**src/rtl/ps2_tx_multi_pkg.sv**
```systemverilog
// Shared types and line-level constants for the multi-channel PS/2 transmitter.
package ps2_pkg;

  typedef enum logic [2:0] {
    ST_IDLE,
    ST_DATA,
    ST_PARITY,
    ST_STOP,
    ST_GAP
  } state_t;

  localparam logic START_BIT   = 1'b0;
  localparam logic STOP_BIT    = 1'b1;
  localparam logic PARITY_INIT = 1'b1;

endpackage

```
**src/rtl/ps2_tx_multi_chan.sv**
```systemverilog
// One PS/2 transmit channel: byte FIFO, overflow flag and the frame serialiser.
module ps2_tx_chan
  import ps2_pkg::*;
#(
  parameter int FIFO_BITS = 3,
  parameter int GAP       = 2
) (
  input  logic       clk_sys,
  input  logic       reset,
  input  logic       i_tick,
  input  logic       i_clk_ps2,
  input  logic       i_wr,
  input  logic [7:0] i_data,
  input  logic       i_ovf_clr,
  input  logic       i_inhibit,
  output logic       o_full,
  output logic       o_overflow,
  output logic       o_busy,
  output logic       o_ps2_clk,
  output logic       o_ps2_data
);

  localparam int                   DEPTH    = 1 << FIFO_BITS;
  localparam logic [FIFO_BITS:0]   CNT_FULL = (FIFO_BITS + 1)'(DEPTH);
  localparam logic [FIFO_BITS:0]   CNT_ONE  = (FIFO_BITS + 1)'(1);
  localparam logic [FIFO_BITS-1:0] PTR_ONE  = FIFO_BITS'(1);
  localparam logic [3:0]           GAP_INIT = 4'(GAP);

  logic [7:0]           r_mem [DEPTH];
  logic [FIFO_BITS-1:0] r_wptr;
  logic [FIFO_BITS-1:0] r_rptr;
  logic [FIFO_BITS:0]   r_count;
  logic                 r_ovf;
  state_t               r_state;
  logic [7:0]           r_shift;
  logic [2:0]           r_bit;
  logic                 r_par;
  logic [3:0]           r_gap;
  logic                 r_data;
  logic                 w_push;
  logic                 w_drop;
  logic                 w_pop;

  assign w_push = i_wr && (r_count != CNT_FULL);
  assign w_drop = i_wr && (r_count == CNT_FULL);
  assign w_pop  = i_tick && (r_state == ST_STOP);

  always_ff @(posedge clk_sys) begin
    if (w_push) r_mem[r_wptr] <= i_data;
  end

  // A drop in the same cycle as a clear leaves the flag set.
  always_ff @(posedge clk_sys or posedge reset) begin
    if (reset) begin
      r_wptr  <= '0;
      r_rptr  <= '0;
      r_count <= '0;
      r_ovf   <= 1'b0;
    end else begin
      if (w_push) r_wptr <= r_wptr + PTR_ONE;
      if (w_pop)  r_rptr <= r_rptr + PTR_ONE;
      if (w_push && !w_pop)      r_count <= r_count + CNT_ONE;
      else if (!w_push && w_pop) r_count <= r_count - CNT_ONE;
      if (w_drop)         r_ovf <= 1'b1;
      else if (i_ovf_clr) r_ovf <= 1'b0;
    end
  end

  // The byte stays in the FIFO until its stop bit, so a host abort simply resends it.
  always_ff @(posedge clk_sys or posedge reset) begin
    if (reset) begin
      r_state <= ST_IDLE;
      r_shift <= '0;
      r_bit   <= '0;
      r_par   <= PARITY_INIT;
      r_gap   <= '0;
      r_data  <= STOP_BIT;
    end else begin
      case (r_state)
        ST_IDLE: begin
          if (i_tick && (r_count != '0) && !i_inhibit) begin
            r_shift <= r_mem[r_rptr];
            r_par   <= PARITY_INIT;
            r_data  <= START_BIT;
            r_bit   <= '0;
            r_state <= ST_DATA;
          end
        end
        ST_DATA: begin
          if (i_inhibit) begin
            r_state <= ST_GAP;
            r_gap   <= GAP_INIT;
            r_data  <= STOP_BIT;
          end else if (i_tick) begin
            r_data  <= r_shift[0];
            r_shift <= {1'b0, r_shift[7:1]};
            r_par   <= r_par ^ r_shift[0];
            if (r_bit == 3'd7) r_state <= ST_PARITY;
            else               r_bit   <= r_bit + 3'd1;
          end
        end
        ST_PARITY: begin
          if (i_inhibit) begin
            r_state <= ST_GAP;
            r_gap   <= GAP_INIT;
            r_data  <= STOP_BIT;
          end else if (i_tick) begin
            r_data  <= r_par;
            r_state <= ST_STOP;
          end
        end
        ST_STOP: begin
          if (i_tick) begin
            r_data  <= STOP_BIT;
            r_gap   <= GAP_INIT;
            r_state <= (GAP == 0) ? ST_IDLE : ST_GAP;
          end
        end
        ST_GAP: begin
          if (i_tick) begin
            r_data <= STOP_BIT;
            r_gap  <= (r_gap == 4'd0) ? 4'd0 : r_gap - 4'd1;
            if (r_gap <= 4'd1) r_state <= ST_IDLE;
          end
        end
        default: r_state <= ST_IDLE;
      endcase
    end
  end

  assign o_full     = (r_count == CNT_FULL);
  assign o_overflow = r_ovf;
  assign o_busy     = (r_state != ST_IDLE) || (r_count != '0);
  assign o_ps2_clk  = i_clk_ps2 | (r_state == ST_IDLE) | (r_state == ST_GAP);
  assign o_ps2_data = r_data;

endmodule

```
**src/rtl/ps2_tx_multi.sv**
```systemverilog
// Multi-channel PS/2 device transmitter: shared bit-rate divider and tick, write decode,
// and NUM_CH independent channels.
module ps2_tx_multi
  import ps2_pkg::*;
#(
  parameter int NUM_CH    = 2,
  parameter int FIFO_BITS = 3,
  parameter int PS2DIV    = 1000,
  parameter int GAP       = 2
) (
  input  logic                                           clk_sys,
  input  logic                                           reset,
  input  logic                                           wr_en,
  input  logic [((NUM_CH > 1) ? $clog2(NUM_CH) : 1)-1:0] wr_ch,
  input  logic [7:0]                                     wr_data,
  input  logic [NUM_CH-1:0]                              ovf_clr,
  input  logic [NUM_CH-1:0]                              inhibit,
  output logic [NUM_CH-1:0]                              full,
  output logic [NUM_CH-1:0]                              overflow,
  output logic [NUM_CH-1:0]                              busy,
  output logic [NUM_CH-1:0]                              ps2_clk,
  output logic [NUM_CH-1:0]                              ps2_data
);

  localparam int CH_W = (NUM_CH > 1) ? $clog2(NUM_CH) : 1;

  logic [31:0] r_div;
  logic        r_clk_ps2;
  logic        r_clk_ps2_d;
  logic        w_tick;

  always_ff @(posedge clk_sys or posedge reset) begin
    if (reset) begin
      r_div       <= '0;
      r_clk_ps2   <= 1'b0;
      r_clk_ps2_d <= 1'b0;
    end else begin
      if (r_div == 32'(PS2DIV)) begin
        r_div     <= '0;
        r_clk_ps2 <= ~r_clk_ps2;
      end else begin
        r_div <= r_div + 32'd1;
      end
      r_clk_ps2_d <= r_clk_ps2;
    end
  end

  // Channels drive their data one cycle after this, so it settles well before the falling edge.
  assign w_tick = r_clk_ps2 & ~r_clk_ps2_d;

  for (genvar g = 0; g < NUM_CH; g++) begin : g_chan
    logic w_wr;
    assign w_wr = wr_en && (wr_ch == CH_W'(g));

    ps2_tx_chan #(
      .FIFO_BITS (FIFO_BITS),
      .GAP       (GAP)
    ) u_chan (
      .clk_sys    (clk_sys),
      .reset      (reset),
      .i_tick     (w_tick),
      .i_clk_ps2  (r_clk_ps2),
      .i_wr       (w_wr),
      .i_data     (wr_data),
      .i_ovf_clr  (ovf_clr[g]),
      .i_inhibit  (inhibit[g]),
      .o_full     (full[g]),
      .o_overflow (overflow[g]),
      .o_busy     (busy[g]),
      .o_ps2_clk  (ps2_clk[g]),
      .o_ps2_data (ps2_data[g])
    );
  end

endmodule

```
**config.mk**
```make
export PLATFORM = sky130hd
export DESIGN_NAME = ps2_tx_multi
export DESIGN_NICKNAME = d
export VERILOG_FILES = /design/src/rtl/ps2_tx_multi_pkg.sv /design/src/rtl/ps2_tx_multi_chan.sv /design/src/rtl/ps2_tx_multi.sv
export SDC_FILE = /design/constraint.sdc
export NUM_CORES = 1
export LEC_CHECK = 0
export BUFFER_PORTS_ARGS = -buffer_cell sky130_fd_sc_hd__buf_2
export CORE_ASPECT_RATIO = 0.6
export CORE_MARGIN = 10
export CORE_UTILIZATION = 35
export CTS_BUF_LIST = sky130_fd_sc_hd__clkbuf_8
export CTS_CLUSTER_SIZE = 16
export DETAILED_ROUTE_END_ITERATION = 12
export HOLD_SLACK_MARGIN = 0.03
export PLACE_DENSITY = 0.54
export SLEW_MARGIN = 10
export SYNTH_ARGS = -nofsm -noshare
export SYNTH_HDL_FRONTEND = slang
export SYNTH_SLANG_ARGS = --single-unit
```
**constraint.sdc**
```tcl
create_clock -name clk_sys -period 2.4 [get_ports clk_sys]
set_input_delay 0.12 -clock clk_sys [delete_from_list [all_inputs] [get_ports clk_sys]]
set_output_delay 0.12 -clock clk_sys [all_outputs]
set_load 0.01 [all_outputs]
```
# Word-level counts from Yosys, hierarchy flattened
# Memory sizes are Yosys's and may differ from the RTL's.
# Cells that the tools add are included.
[word_totals]
regBits = 96
ramBits = 128
inputBits = 16
out_inout_bits = 10
mem_count = 2
[op_classes]
addsub = 13
n_lt_le_gt_ge = 2
eq_ne = 39
n_mux = 79
n_bitwise = 10
n_reduce_logical = 56
[memory_table]
columns = ["name", "depth", "word_bits", "read_ports", "rd_ports_with_merged_regs", "wr", "line_no", "source"]
rows = [
  ["g_chan[0].u_chan.r_mem", 8, 8, 1, 0, 1, "ps2_tx_multi_chan.sv:29", "logic [7:0] r_mem [DEPTH];"],
  ["g_chan[1].u_chan.r_mem", 8, 8, 1, 0, 1, "ps2_tx_multi_chan.sv:29", ""],
]
[ops]
columns = ["op", "n"]
rows = [
  ["$mux 3", 24],
  ["$mux 8", 6],
  ["$mux 4", 11],
  ["$add 32x1->32 const B", 1],
  ["$eq 32x10->1 const B", 1],
  ["$mux 32", 1],
  ["$pmux 8 s2", 2],
  ["$pmux 3 s5", 2],
  ["$mux 1", 25],
  ["$pmux 4 s3", 2],
  ["$ne 2x1->1 const B", 11],
  ["$reduce_and 5->1", 4],
  ["$add 3x1->3 const B", 6],
  ["$logic_and 1x1->1", 16],
  ["$reduce_and 4->1", 4],
  ["$reduce_bool 4->1", 4],
  ["$sub 4x1->4 const B", 4],
  ["$ne 2x2->1 const B", 7],
  ["$reduce_and 7->1", 2],
  ["$eq 3x2->1 const B", 4],
  ["$eq 3x3->1 const B", 4],
  ["$ne 3x2->1 const B", 4],
  ["$pmux 3 s2", 2],
  ["$reduce_bool 2->1", 6],
  ["other kinds (18)", 46],
]

# Logic depth before layout (Yosys ltp)
[logic_depth]
depth_word = 7
ltp_mapped = 12
ltp_nobuf = 12

# By module
# A second synthesis with hierarchy kept.
[unflattened]
hier_cells = 764
hier_area_um2 = 10197.3
[by_module_without_submodules]
columns = ["module", "n_inst", "cells_per_inst", "area_each_um2"]
rows = [
  ["ps2_tx_chan at g_chan[0].u_chan", 1, 286, 4297.9],
  ["ps2_tx_chan at g_chan[1].u_chan", 1, 317, 4209.0],
  ["ps2_tx_multi", 1, 161, 1690.4],
]

# Worst setup path after synthesis
# Ideal clock, no wire load.
[synth_path]
kind = "flip-flop to flip-flop"
start = "register g_chan[1].u_chan.r_state[1]"
end = "register g_chan[1].u_chan.r_count[3]"
setup_ps = 125
arrival_ps = 2272
required_ps = 2275
setup_slack_ps = 2
path_stages_with_launch = 13
n_path_buf = 1
synth_period_minus_slack_ps = 2398
path_cell_list = "dfrtp_1 clkbuf_1 nand3b_1 nor2_1 inv_1 ha_1 inv_1 ha_1 a21o_1 a21oi_1 xnor2_1 nor2_1 xor2_1"
[synth_between]
elab_chain_cells = 5
elab_cells_between_ends = 7
classes_between = "1 x eq/ne; 1 x mux; 5 x reduce/logical"
[synth_rtl]
columns = ["item", "line_no", "source"]
rows = [
  ["start, declared", "ps2_tx_multi_chan.sv:34", "state_t r_state;"],
  ["start signal, assigned", "ps2_tx_multi_chan.sv:116", "r_state <= (GAP == 0) ? ST_IDLE : ST_GAP;"],
  ["$eq 3x2->1 (*)", "ps2_tx_multi_chan.sv:46", "assign w_pop = i_tick && (r_state == ST_STOP);"],
  ["$logic_and 1x1->1 (*)", "ps2_tx_multi_chan.sv:46", ""],
  ["$logic_not 1->1", "ps2_tx_multi_chan.sv:62", "if (w_push && !w_pop) r_count <= r_count + CNT_ONE;"],
  ["$logic_and 1x1->1", "ps2_tx_multi_chan.sv:62", ""],
  ["$mux 4 or $reduce_bool 2->1 (tied branches)", "-", ""],
  ["end signal, assigned", "ps2_tx_multi_chan.sv:62", ""],
  ["end signal, assigned", "ps2_tx_multi_chan.sv:63", "else if (!w_push && w_pop) r_count <= r_count - CNT_ONE;"],
  ["end, declared", "ps2_tx_multi_chan.sv:32", "logic [FIFO_BITS:0] r_count;"],
]
# Mark *: on every way between the ends. The rest lies on a longest branch, timed or not.
# A chain may end at the register's enable or synchronous reset.

# Worst setup path in the final report
[layout_path]
start = "register r_clk_ps2_d"
end = "register g_chan[1].u_chan.r_count[3]"
[layout_between]
elab_chain_cells = 6
elab_cells_between_ends = 8
classes_between = "1 x mux; 2 x bitwise; 5 x reduce/logical"
[layout_rtl]
columns = ["item", "line_no", "source"]
rows = [
  ["start, declared", "ps2_tx_multi.sv:29", "logic r_clk_ps2_d;"],
  ["start signal, assigned", "ps2_tx_multi.sv:44", "r_clk_ps2_d <= r_clk_ps2;"],
  ["$not 1->1 (*)", "ps2_tx_multi.sv:49", "assign w_tick = r_clk_ps2 & ~r_clk_ps2_d;"],
  ["$and 1x1->1 (*)", "ps2_tx_multi.sv:49", ""],
  ["$logic_and 1x1->1 (*)", "ps2_tx_multi_chan.sv:46", ""],
  ["$logic_not 1->1", "ps2_tx_multi_chan.sv:62", ""],
  ["$logic_and 1x1->1", "ps2_tx_multi_chan.sv:62", ""],
  ["$mux 4 or $reduce_bool 2->1 (tied branches)", "-", ""],
]
# Marked as above.

==> impl_metrics.env <==
export IMPL_worst_pin_slew_ns=0.955
export IMPL_status="finished clean"
export IMPL_routedWlPerCell_um=16.9
export IMPL_finalHoldViolCount=0
export IMPL_clock_skew_ns=0.0117
export IMPL_first_pass_iters=7
export IMPL_fin_crit_ns=2.23
export IMPL_syn_num_nets=819
export IMPL_fmax_mhz=449
export IMPL_portBuffers=25
export IMPL_clockBufferDepth=3
export IMPL_final_cell_count_no_fill=1263
export IMPL_die_h_um=151
export IMPL_synthMuxAreaShare=0.0771
export IMPL_gp_congestion=0.802
export IMPL_ctsHtreeMaxLevel=2
export IMPL_start_kind="flip-flop"
export IMPL_slew_headroom=0.363
export IMPL_grt_pass1_vias=6173
export IMPL_critPathBufInv=2
export IMPL_finalSetupTns_ns=0
export IMPL_finalPower_uw=9130
export IMPL_dp_hpwl_um=14300
export IMPL_drv_slew=0
export IMPL_setup_viol=0
export IMPL_synthAdderAreaFrac=0.0240
export IMPL_rsz0062_at_grt="false"
export IMPL_yosysWarnings=0
export IMPL_gr_total_overflow=0
export IMPL_async_reset_ff_frac=0.429
export IMPL_antenna_found_initial=0
export IMPL_fp_dieW_um=239
export IMPL_finalNetCount=904
export IMPL_syn2layout_area_growth_pct=15.9
export IMPL_crit_chain="nand3b_1 -> nor2_1 -> inv_1 -> ha_1 -> inv_1 -> ha_1 -> a21o_1 -> a21oi_1 -> xnor2_1 -> nor2_1 -> xor2_1"
export IMPL_cp_end_kind="flip-flop"
export IMPL_synth_compound_area_frac=0.0875
export IMPL_netlist_area_um2=10000
export IMPL_worstPathMaxFanout=4
export IMPL_numCtsBuffers=35
export IMPL_worstSetupPathType="reg2reg"
export IMPL_dieArea_um2=36000
export IMPL_num_vias=6198
export IMPL_ys_dominant_reg_cell="edfxtp_1"
export IMPL_pwr_density_cell_nw_per_um2=786
export IMPL_drt_total_wl_um=21400
export IMPL_synth_edf_count=128
export IMPL_grt_max_degree=49
export IMPL_ioPinCount=26
export IMPL_drt_iter0_markers=501
export IMPL_antenna_left=0
export IMPL_cp_top_family="adder cells"
export IMPL_worstPathArrival_ns=2.64
export IMPL_cts_root_buf="clkbuf_8"
export IMPL_placedCellCount=1183
export IMPL_drc=0
export IMPL_max_cap_violations=0
export IMPL_synth_xor_area_frac=0.0384
export IMPL_ys_seq_area_frac=0.623
export IMPL_hold_class="in2reg"
export IMPL_grt_pass1_wl_um=34700
export IMPL_initial_utilization=0.360
export IMPL_core_um2=27900
export IMPL_synthSimpleGateAreaFrac=0.120
export IMPL_rrSetupSlack_ns=0.17
export IMPL_leakage_uw=0.00452
export IMPL_syn_inst=785
export IMPL_insertion_delay_ns=0.53
export IMPL_viasPerCell=4.91
export IMPL_clk_pin_slew_worst_paths_ns=0.06
export IMPL_slowest_stage="dfrtp_1"
export IMPL_synth_top_family_by_area="simple AND/OR/NAND/NOR gates"
export IMPL_yosysUniqueCellTypes=59
export IMPL_vdd_drop_max_mv=0.371
export IMPL_cts_tree="yes"
export IMPL_synth_seq_cells=224
export IMPL_globalRouteTotalUtil=0.123
export IMPL_syn_area_per_cell_um2=12.8
export IMPL_numClockSinks=224
export IMPL_drive_above_1_share=0.202
export IMPL_slowest_delay_ns=0.40
export IMPL_fin_crit_sh=0.928
export IMPL_required_ns=2.81
export IMPL_rows=47
==> synthesized netlist by cell type, types with 3 or more instances <==
cell | n | area (µm²)
a21oi_1 | 43 | 215
dfstp_2 | 4 | 105
o21ai_0 | 25 | 125
nand3b_1 | 3 | 22.5
or2_2 | 5 | 31.3
o21a_1 | 6 | 45.0
and3_1 | 7 | 43.8
nand2b_1 | 14 | 87.6
nor2b_1 | 6 | 37.5
edfxtp_1 | 128 | 3840
nand2_1 | 47 | 176
mux2i_1 | 30 | 300
nand4_1 | 3 | 18.8
a22o_1 | 15 | 131
and2_1 | 5 | 31.3
o22ai_1 | 20 | 125
nor3_1 | 30 | 150
clkbuf_1 | 18 | 67.6
inv_1 | 21 | 78.8
o311ai_0 | 4 | 35.0
buf_2 | 12 | 60.1
dfrtp_1 | 92 | 2300
mux4_2 | 4 | 90.1
xor2_1 | 17 | 149
nor4_1 | 12 | 75.1
nand3_1 | 21 | 105
buf_4 | 11 | 82.6
o32a_1 | 3 | 30.0
and4_1 | 3 | 26.3
mux2_2 | 34 | 383
xnor2_1 | 27 | 236
a21o_1 | 4 | 30.0
nor2_1 | 63 | 236
ha_1 | 16 | 200
==> flip-flops by register name (all words and copies together), names as in the netlist, 8 cells and up <==
register,count
g_chan.u_chan.r_shift,16
g_chan.u_chan.r_gap,8
r_div,32
g_chan.u_chan.r_count,8
g_chan.u_chan.r_mem,128
==> cell families after synthesis <==
family,after synthesis
fa+ha+maj,18
xor+xnor,44
buf+inv,63
compound gates,134
flops,224
mux,68
simple gates,234
==> worst paths after layout <==
| kind | start | to | cells past startpoint |
|---|---|---|---|
| max | r_clk_ps2_d$_DFF_PP0_ | g_chan[1].u_chan.r_count[3]$_DFFE_PP0P_ | 11 |
| min | inhibit[0] | g_chan[0].u_chan.r_state[0]$_DFFE_PP0P_ | 4 |
| max reg2reg | r_clk_ps2_d$_DFF_PP0_ | g_chan[1].u_chan.r_count[3]$_DFFE_PP0P_ | 11 |
| min reg2reg | r_clk_ps2$_DFFE_PP0N_ | r_clk_ps2_d$_DFF_PP0_ | 0 |
| max in group asynchronous | reset | g_chan[1].u_chan.o_ps2_data$_DFFE_PP1P_ | 4 |
| min in group asynchronous | reset | g_chan[1].u_chan.r_gap[0]$_DFFE_PP0P_ | 3 |
==> placed cells by master (no fill, tap or decap), types with 3 or more instances in the layout <==
cell and count:
nand3b_1 3, o21ai_0 25, clkinv_2 4, o32a_1 3, nor2_1 62, nor3_1 30, nand3_1 21, and2_1 5
edfxtp_1 128, buf_12 3, a21o_1 4, xor2_1 17, or2_2 5, mux2i_1 30, o311ai_0 4, ha_1 16
mux4_2 4, o22ai_1 20, xnor2_1 27, nand2_1 47, a22o_1 15, dfrtp_1 91, dfstp_2 4, o21a_1 6
buf_2 25, nor4_1 12, mux2_2 34, a21oi_1 43, buf_4 47, and4_1 3, nand4_1 3, and3_1 7
dlygate4sd3_1 15, inv_1 35, clkbuf_8 39, nor2b_1 6, nand2b_1 14
==> what timing repair did <==
item / 4_1_cts / 5_1_grt
setup buffers: 0 / 2
hold buffers: 15 / 0
endpoints found under the setup margin: 0 / 3
resized for setup: 0 / 3
endpoints found under the hold margin: 160 / 0
==> where the power goes <==
part | switching (µW) | leakage [µW] | internal (µW)
Combinational | 809 | 0.00172 | 626
Clock | 1480 | 0.000399 | 1600
Sequential | 196 | 0.00240 | 4430
Total | 2480 | 0.00452 | 6650
==> per-layer routing <==
metal | share of wire | up-vias | GRT usage | routed length, µm
met5 | 0 | - | 0 | 0
met2 | 0.38 | 93 | 0.156 | 8010
met4 | 0.014 | 0 | 0.0338 | 296
met1 | 0.56 | 3007 | 0.194 | 12000
li1 | - | 3067 | - | -
met3 | 0.047 | 31 | 0.0332 | 998
==> through the flow <==
stage	area, µm²	worst slack, ns	hold WS, ns	utilization
after floorplan	10000	0.00245	0.219	-
after global placement	10800	0.151	0.280	0.387
after detailed placement	10800	0.114	0.287	0.387
after CTS	11600	0.0948	0.0337	0.416
after global routing	11600	0.000633	0.0921	0.417
final	11600	0.173	0.0937	0.417
==> worst min-delay path, delay by kind of cell <==
| family | cells | cell delay [ns] |
|---|---|---|
| buffers and inverters | 1 | 0.24 |
| and+or+nand+nor | 2 | 0.15 |
| AOI/OAI and AO/OA | 1 | 0.06 |
==> layout make-up <==
class	count	area, µm²
antenna	1	2.50
clock inverter	23	118
inverter	21	82.6
tap	367	459
clock buffer	39	537
multi-input combinational	498	3480
sequential	224	6250
timing repair buffer	90	688
fill	2680	16300
(Power assumes the default switching activity.)
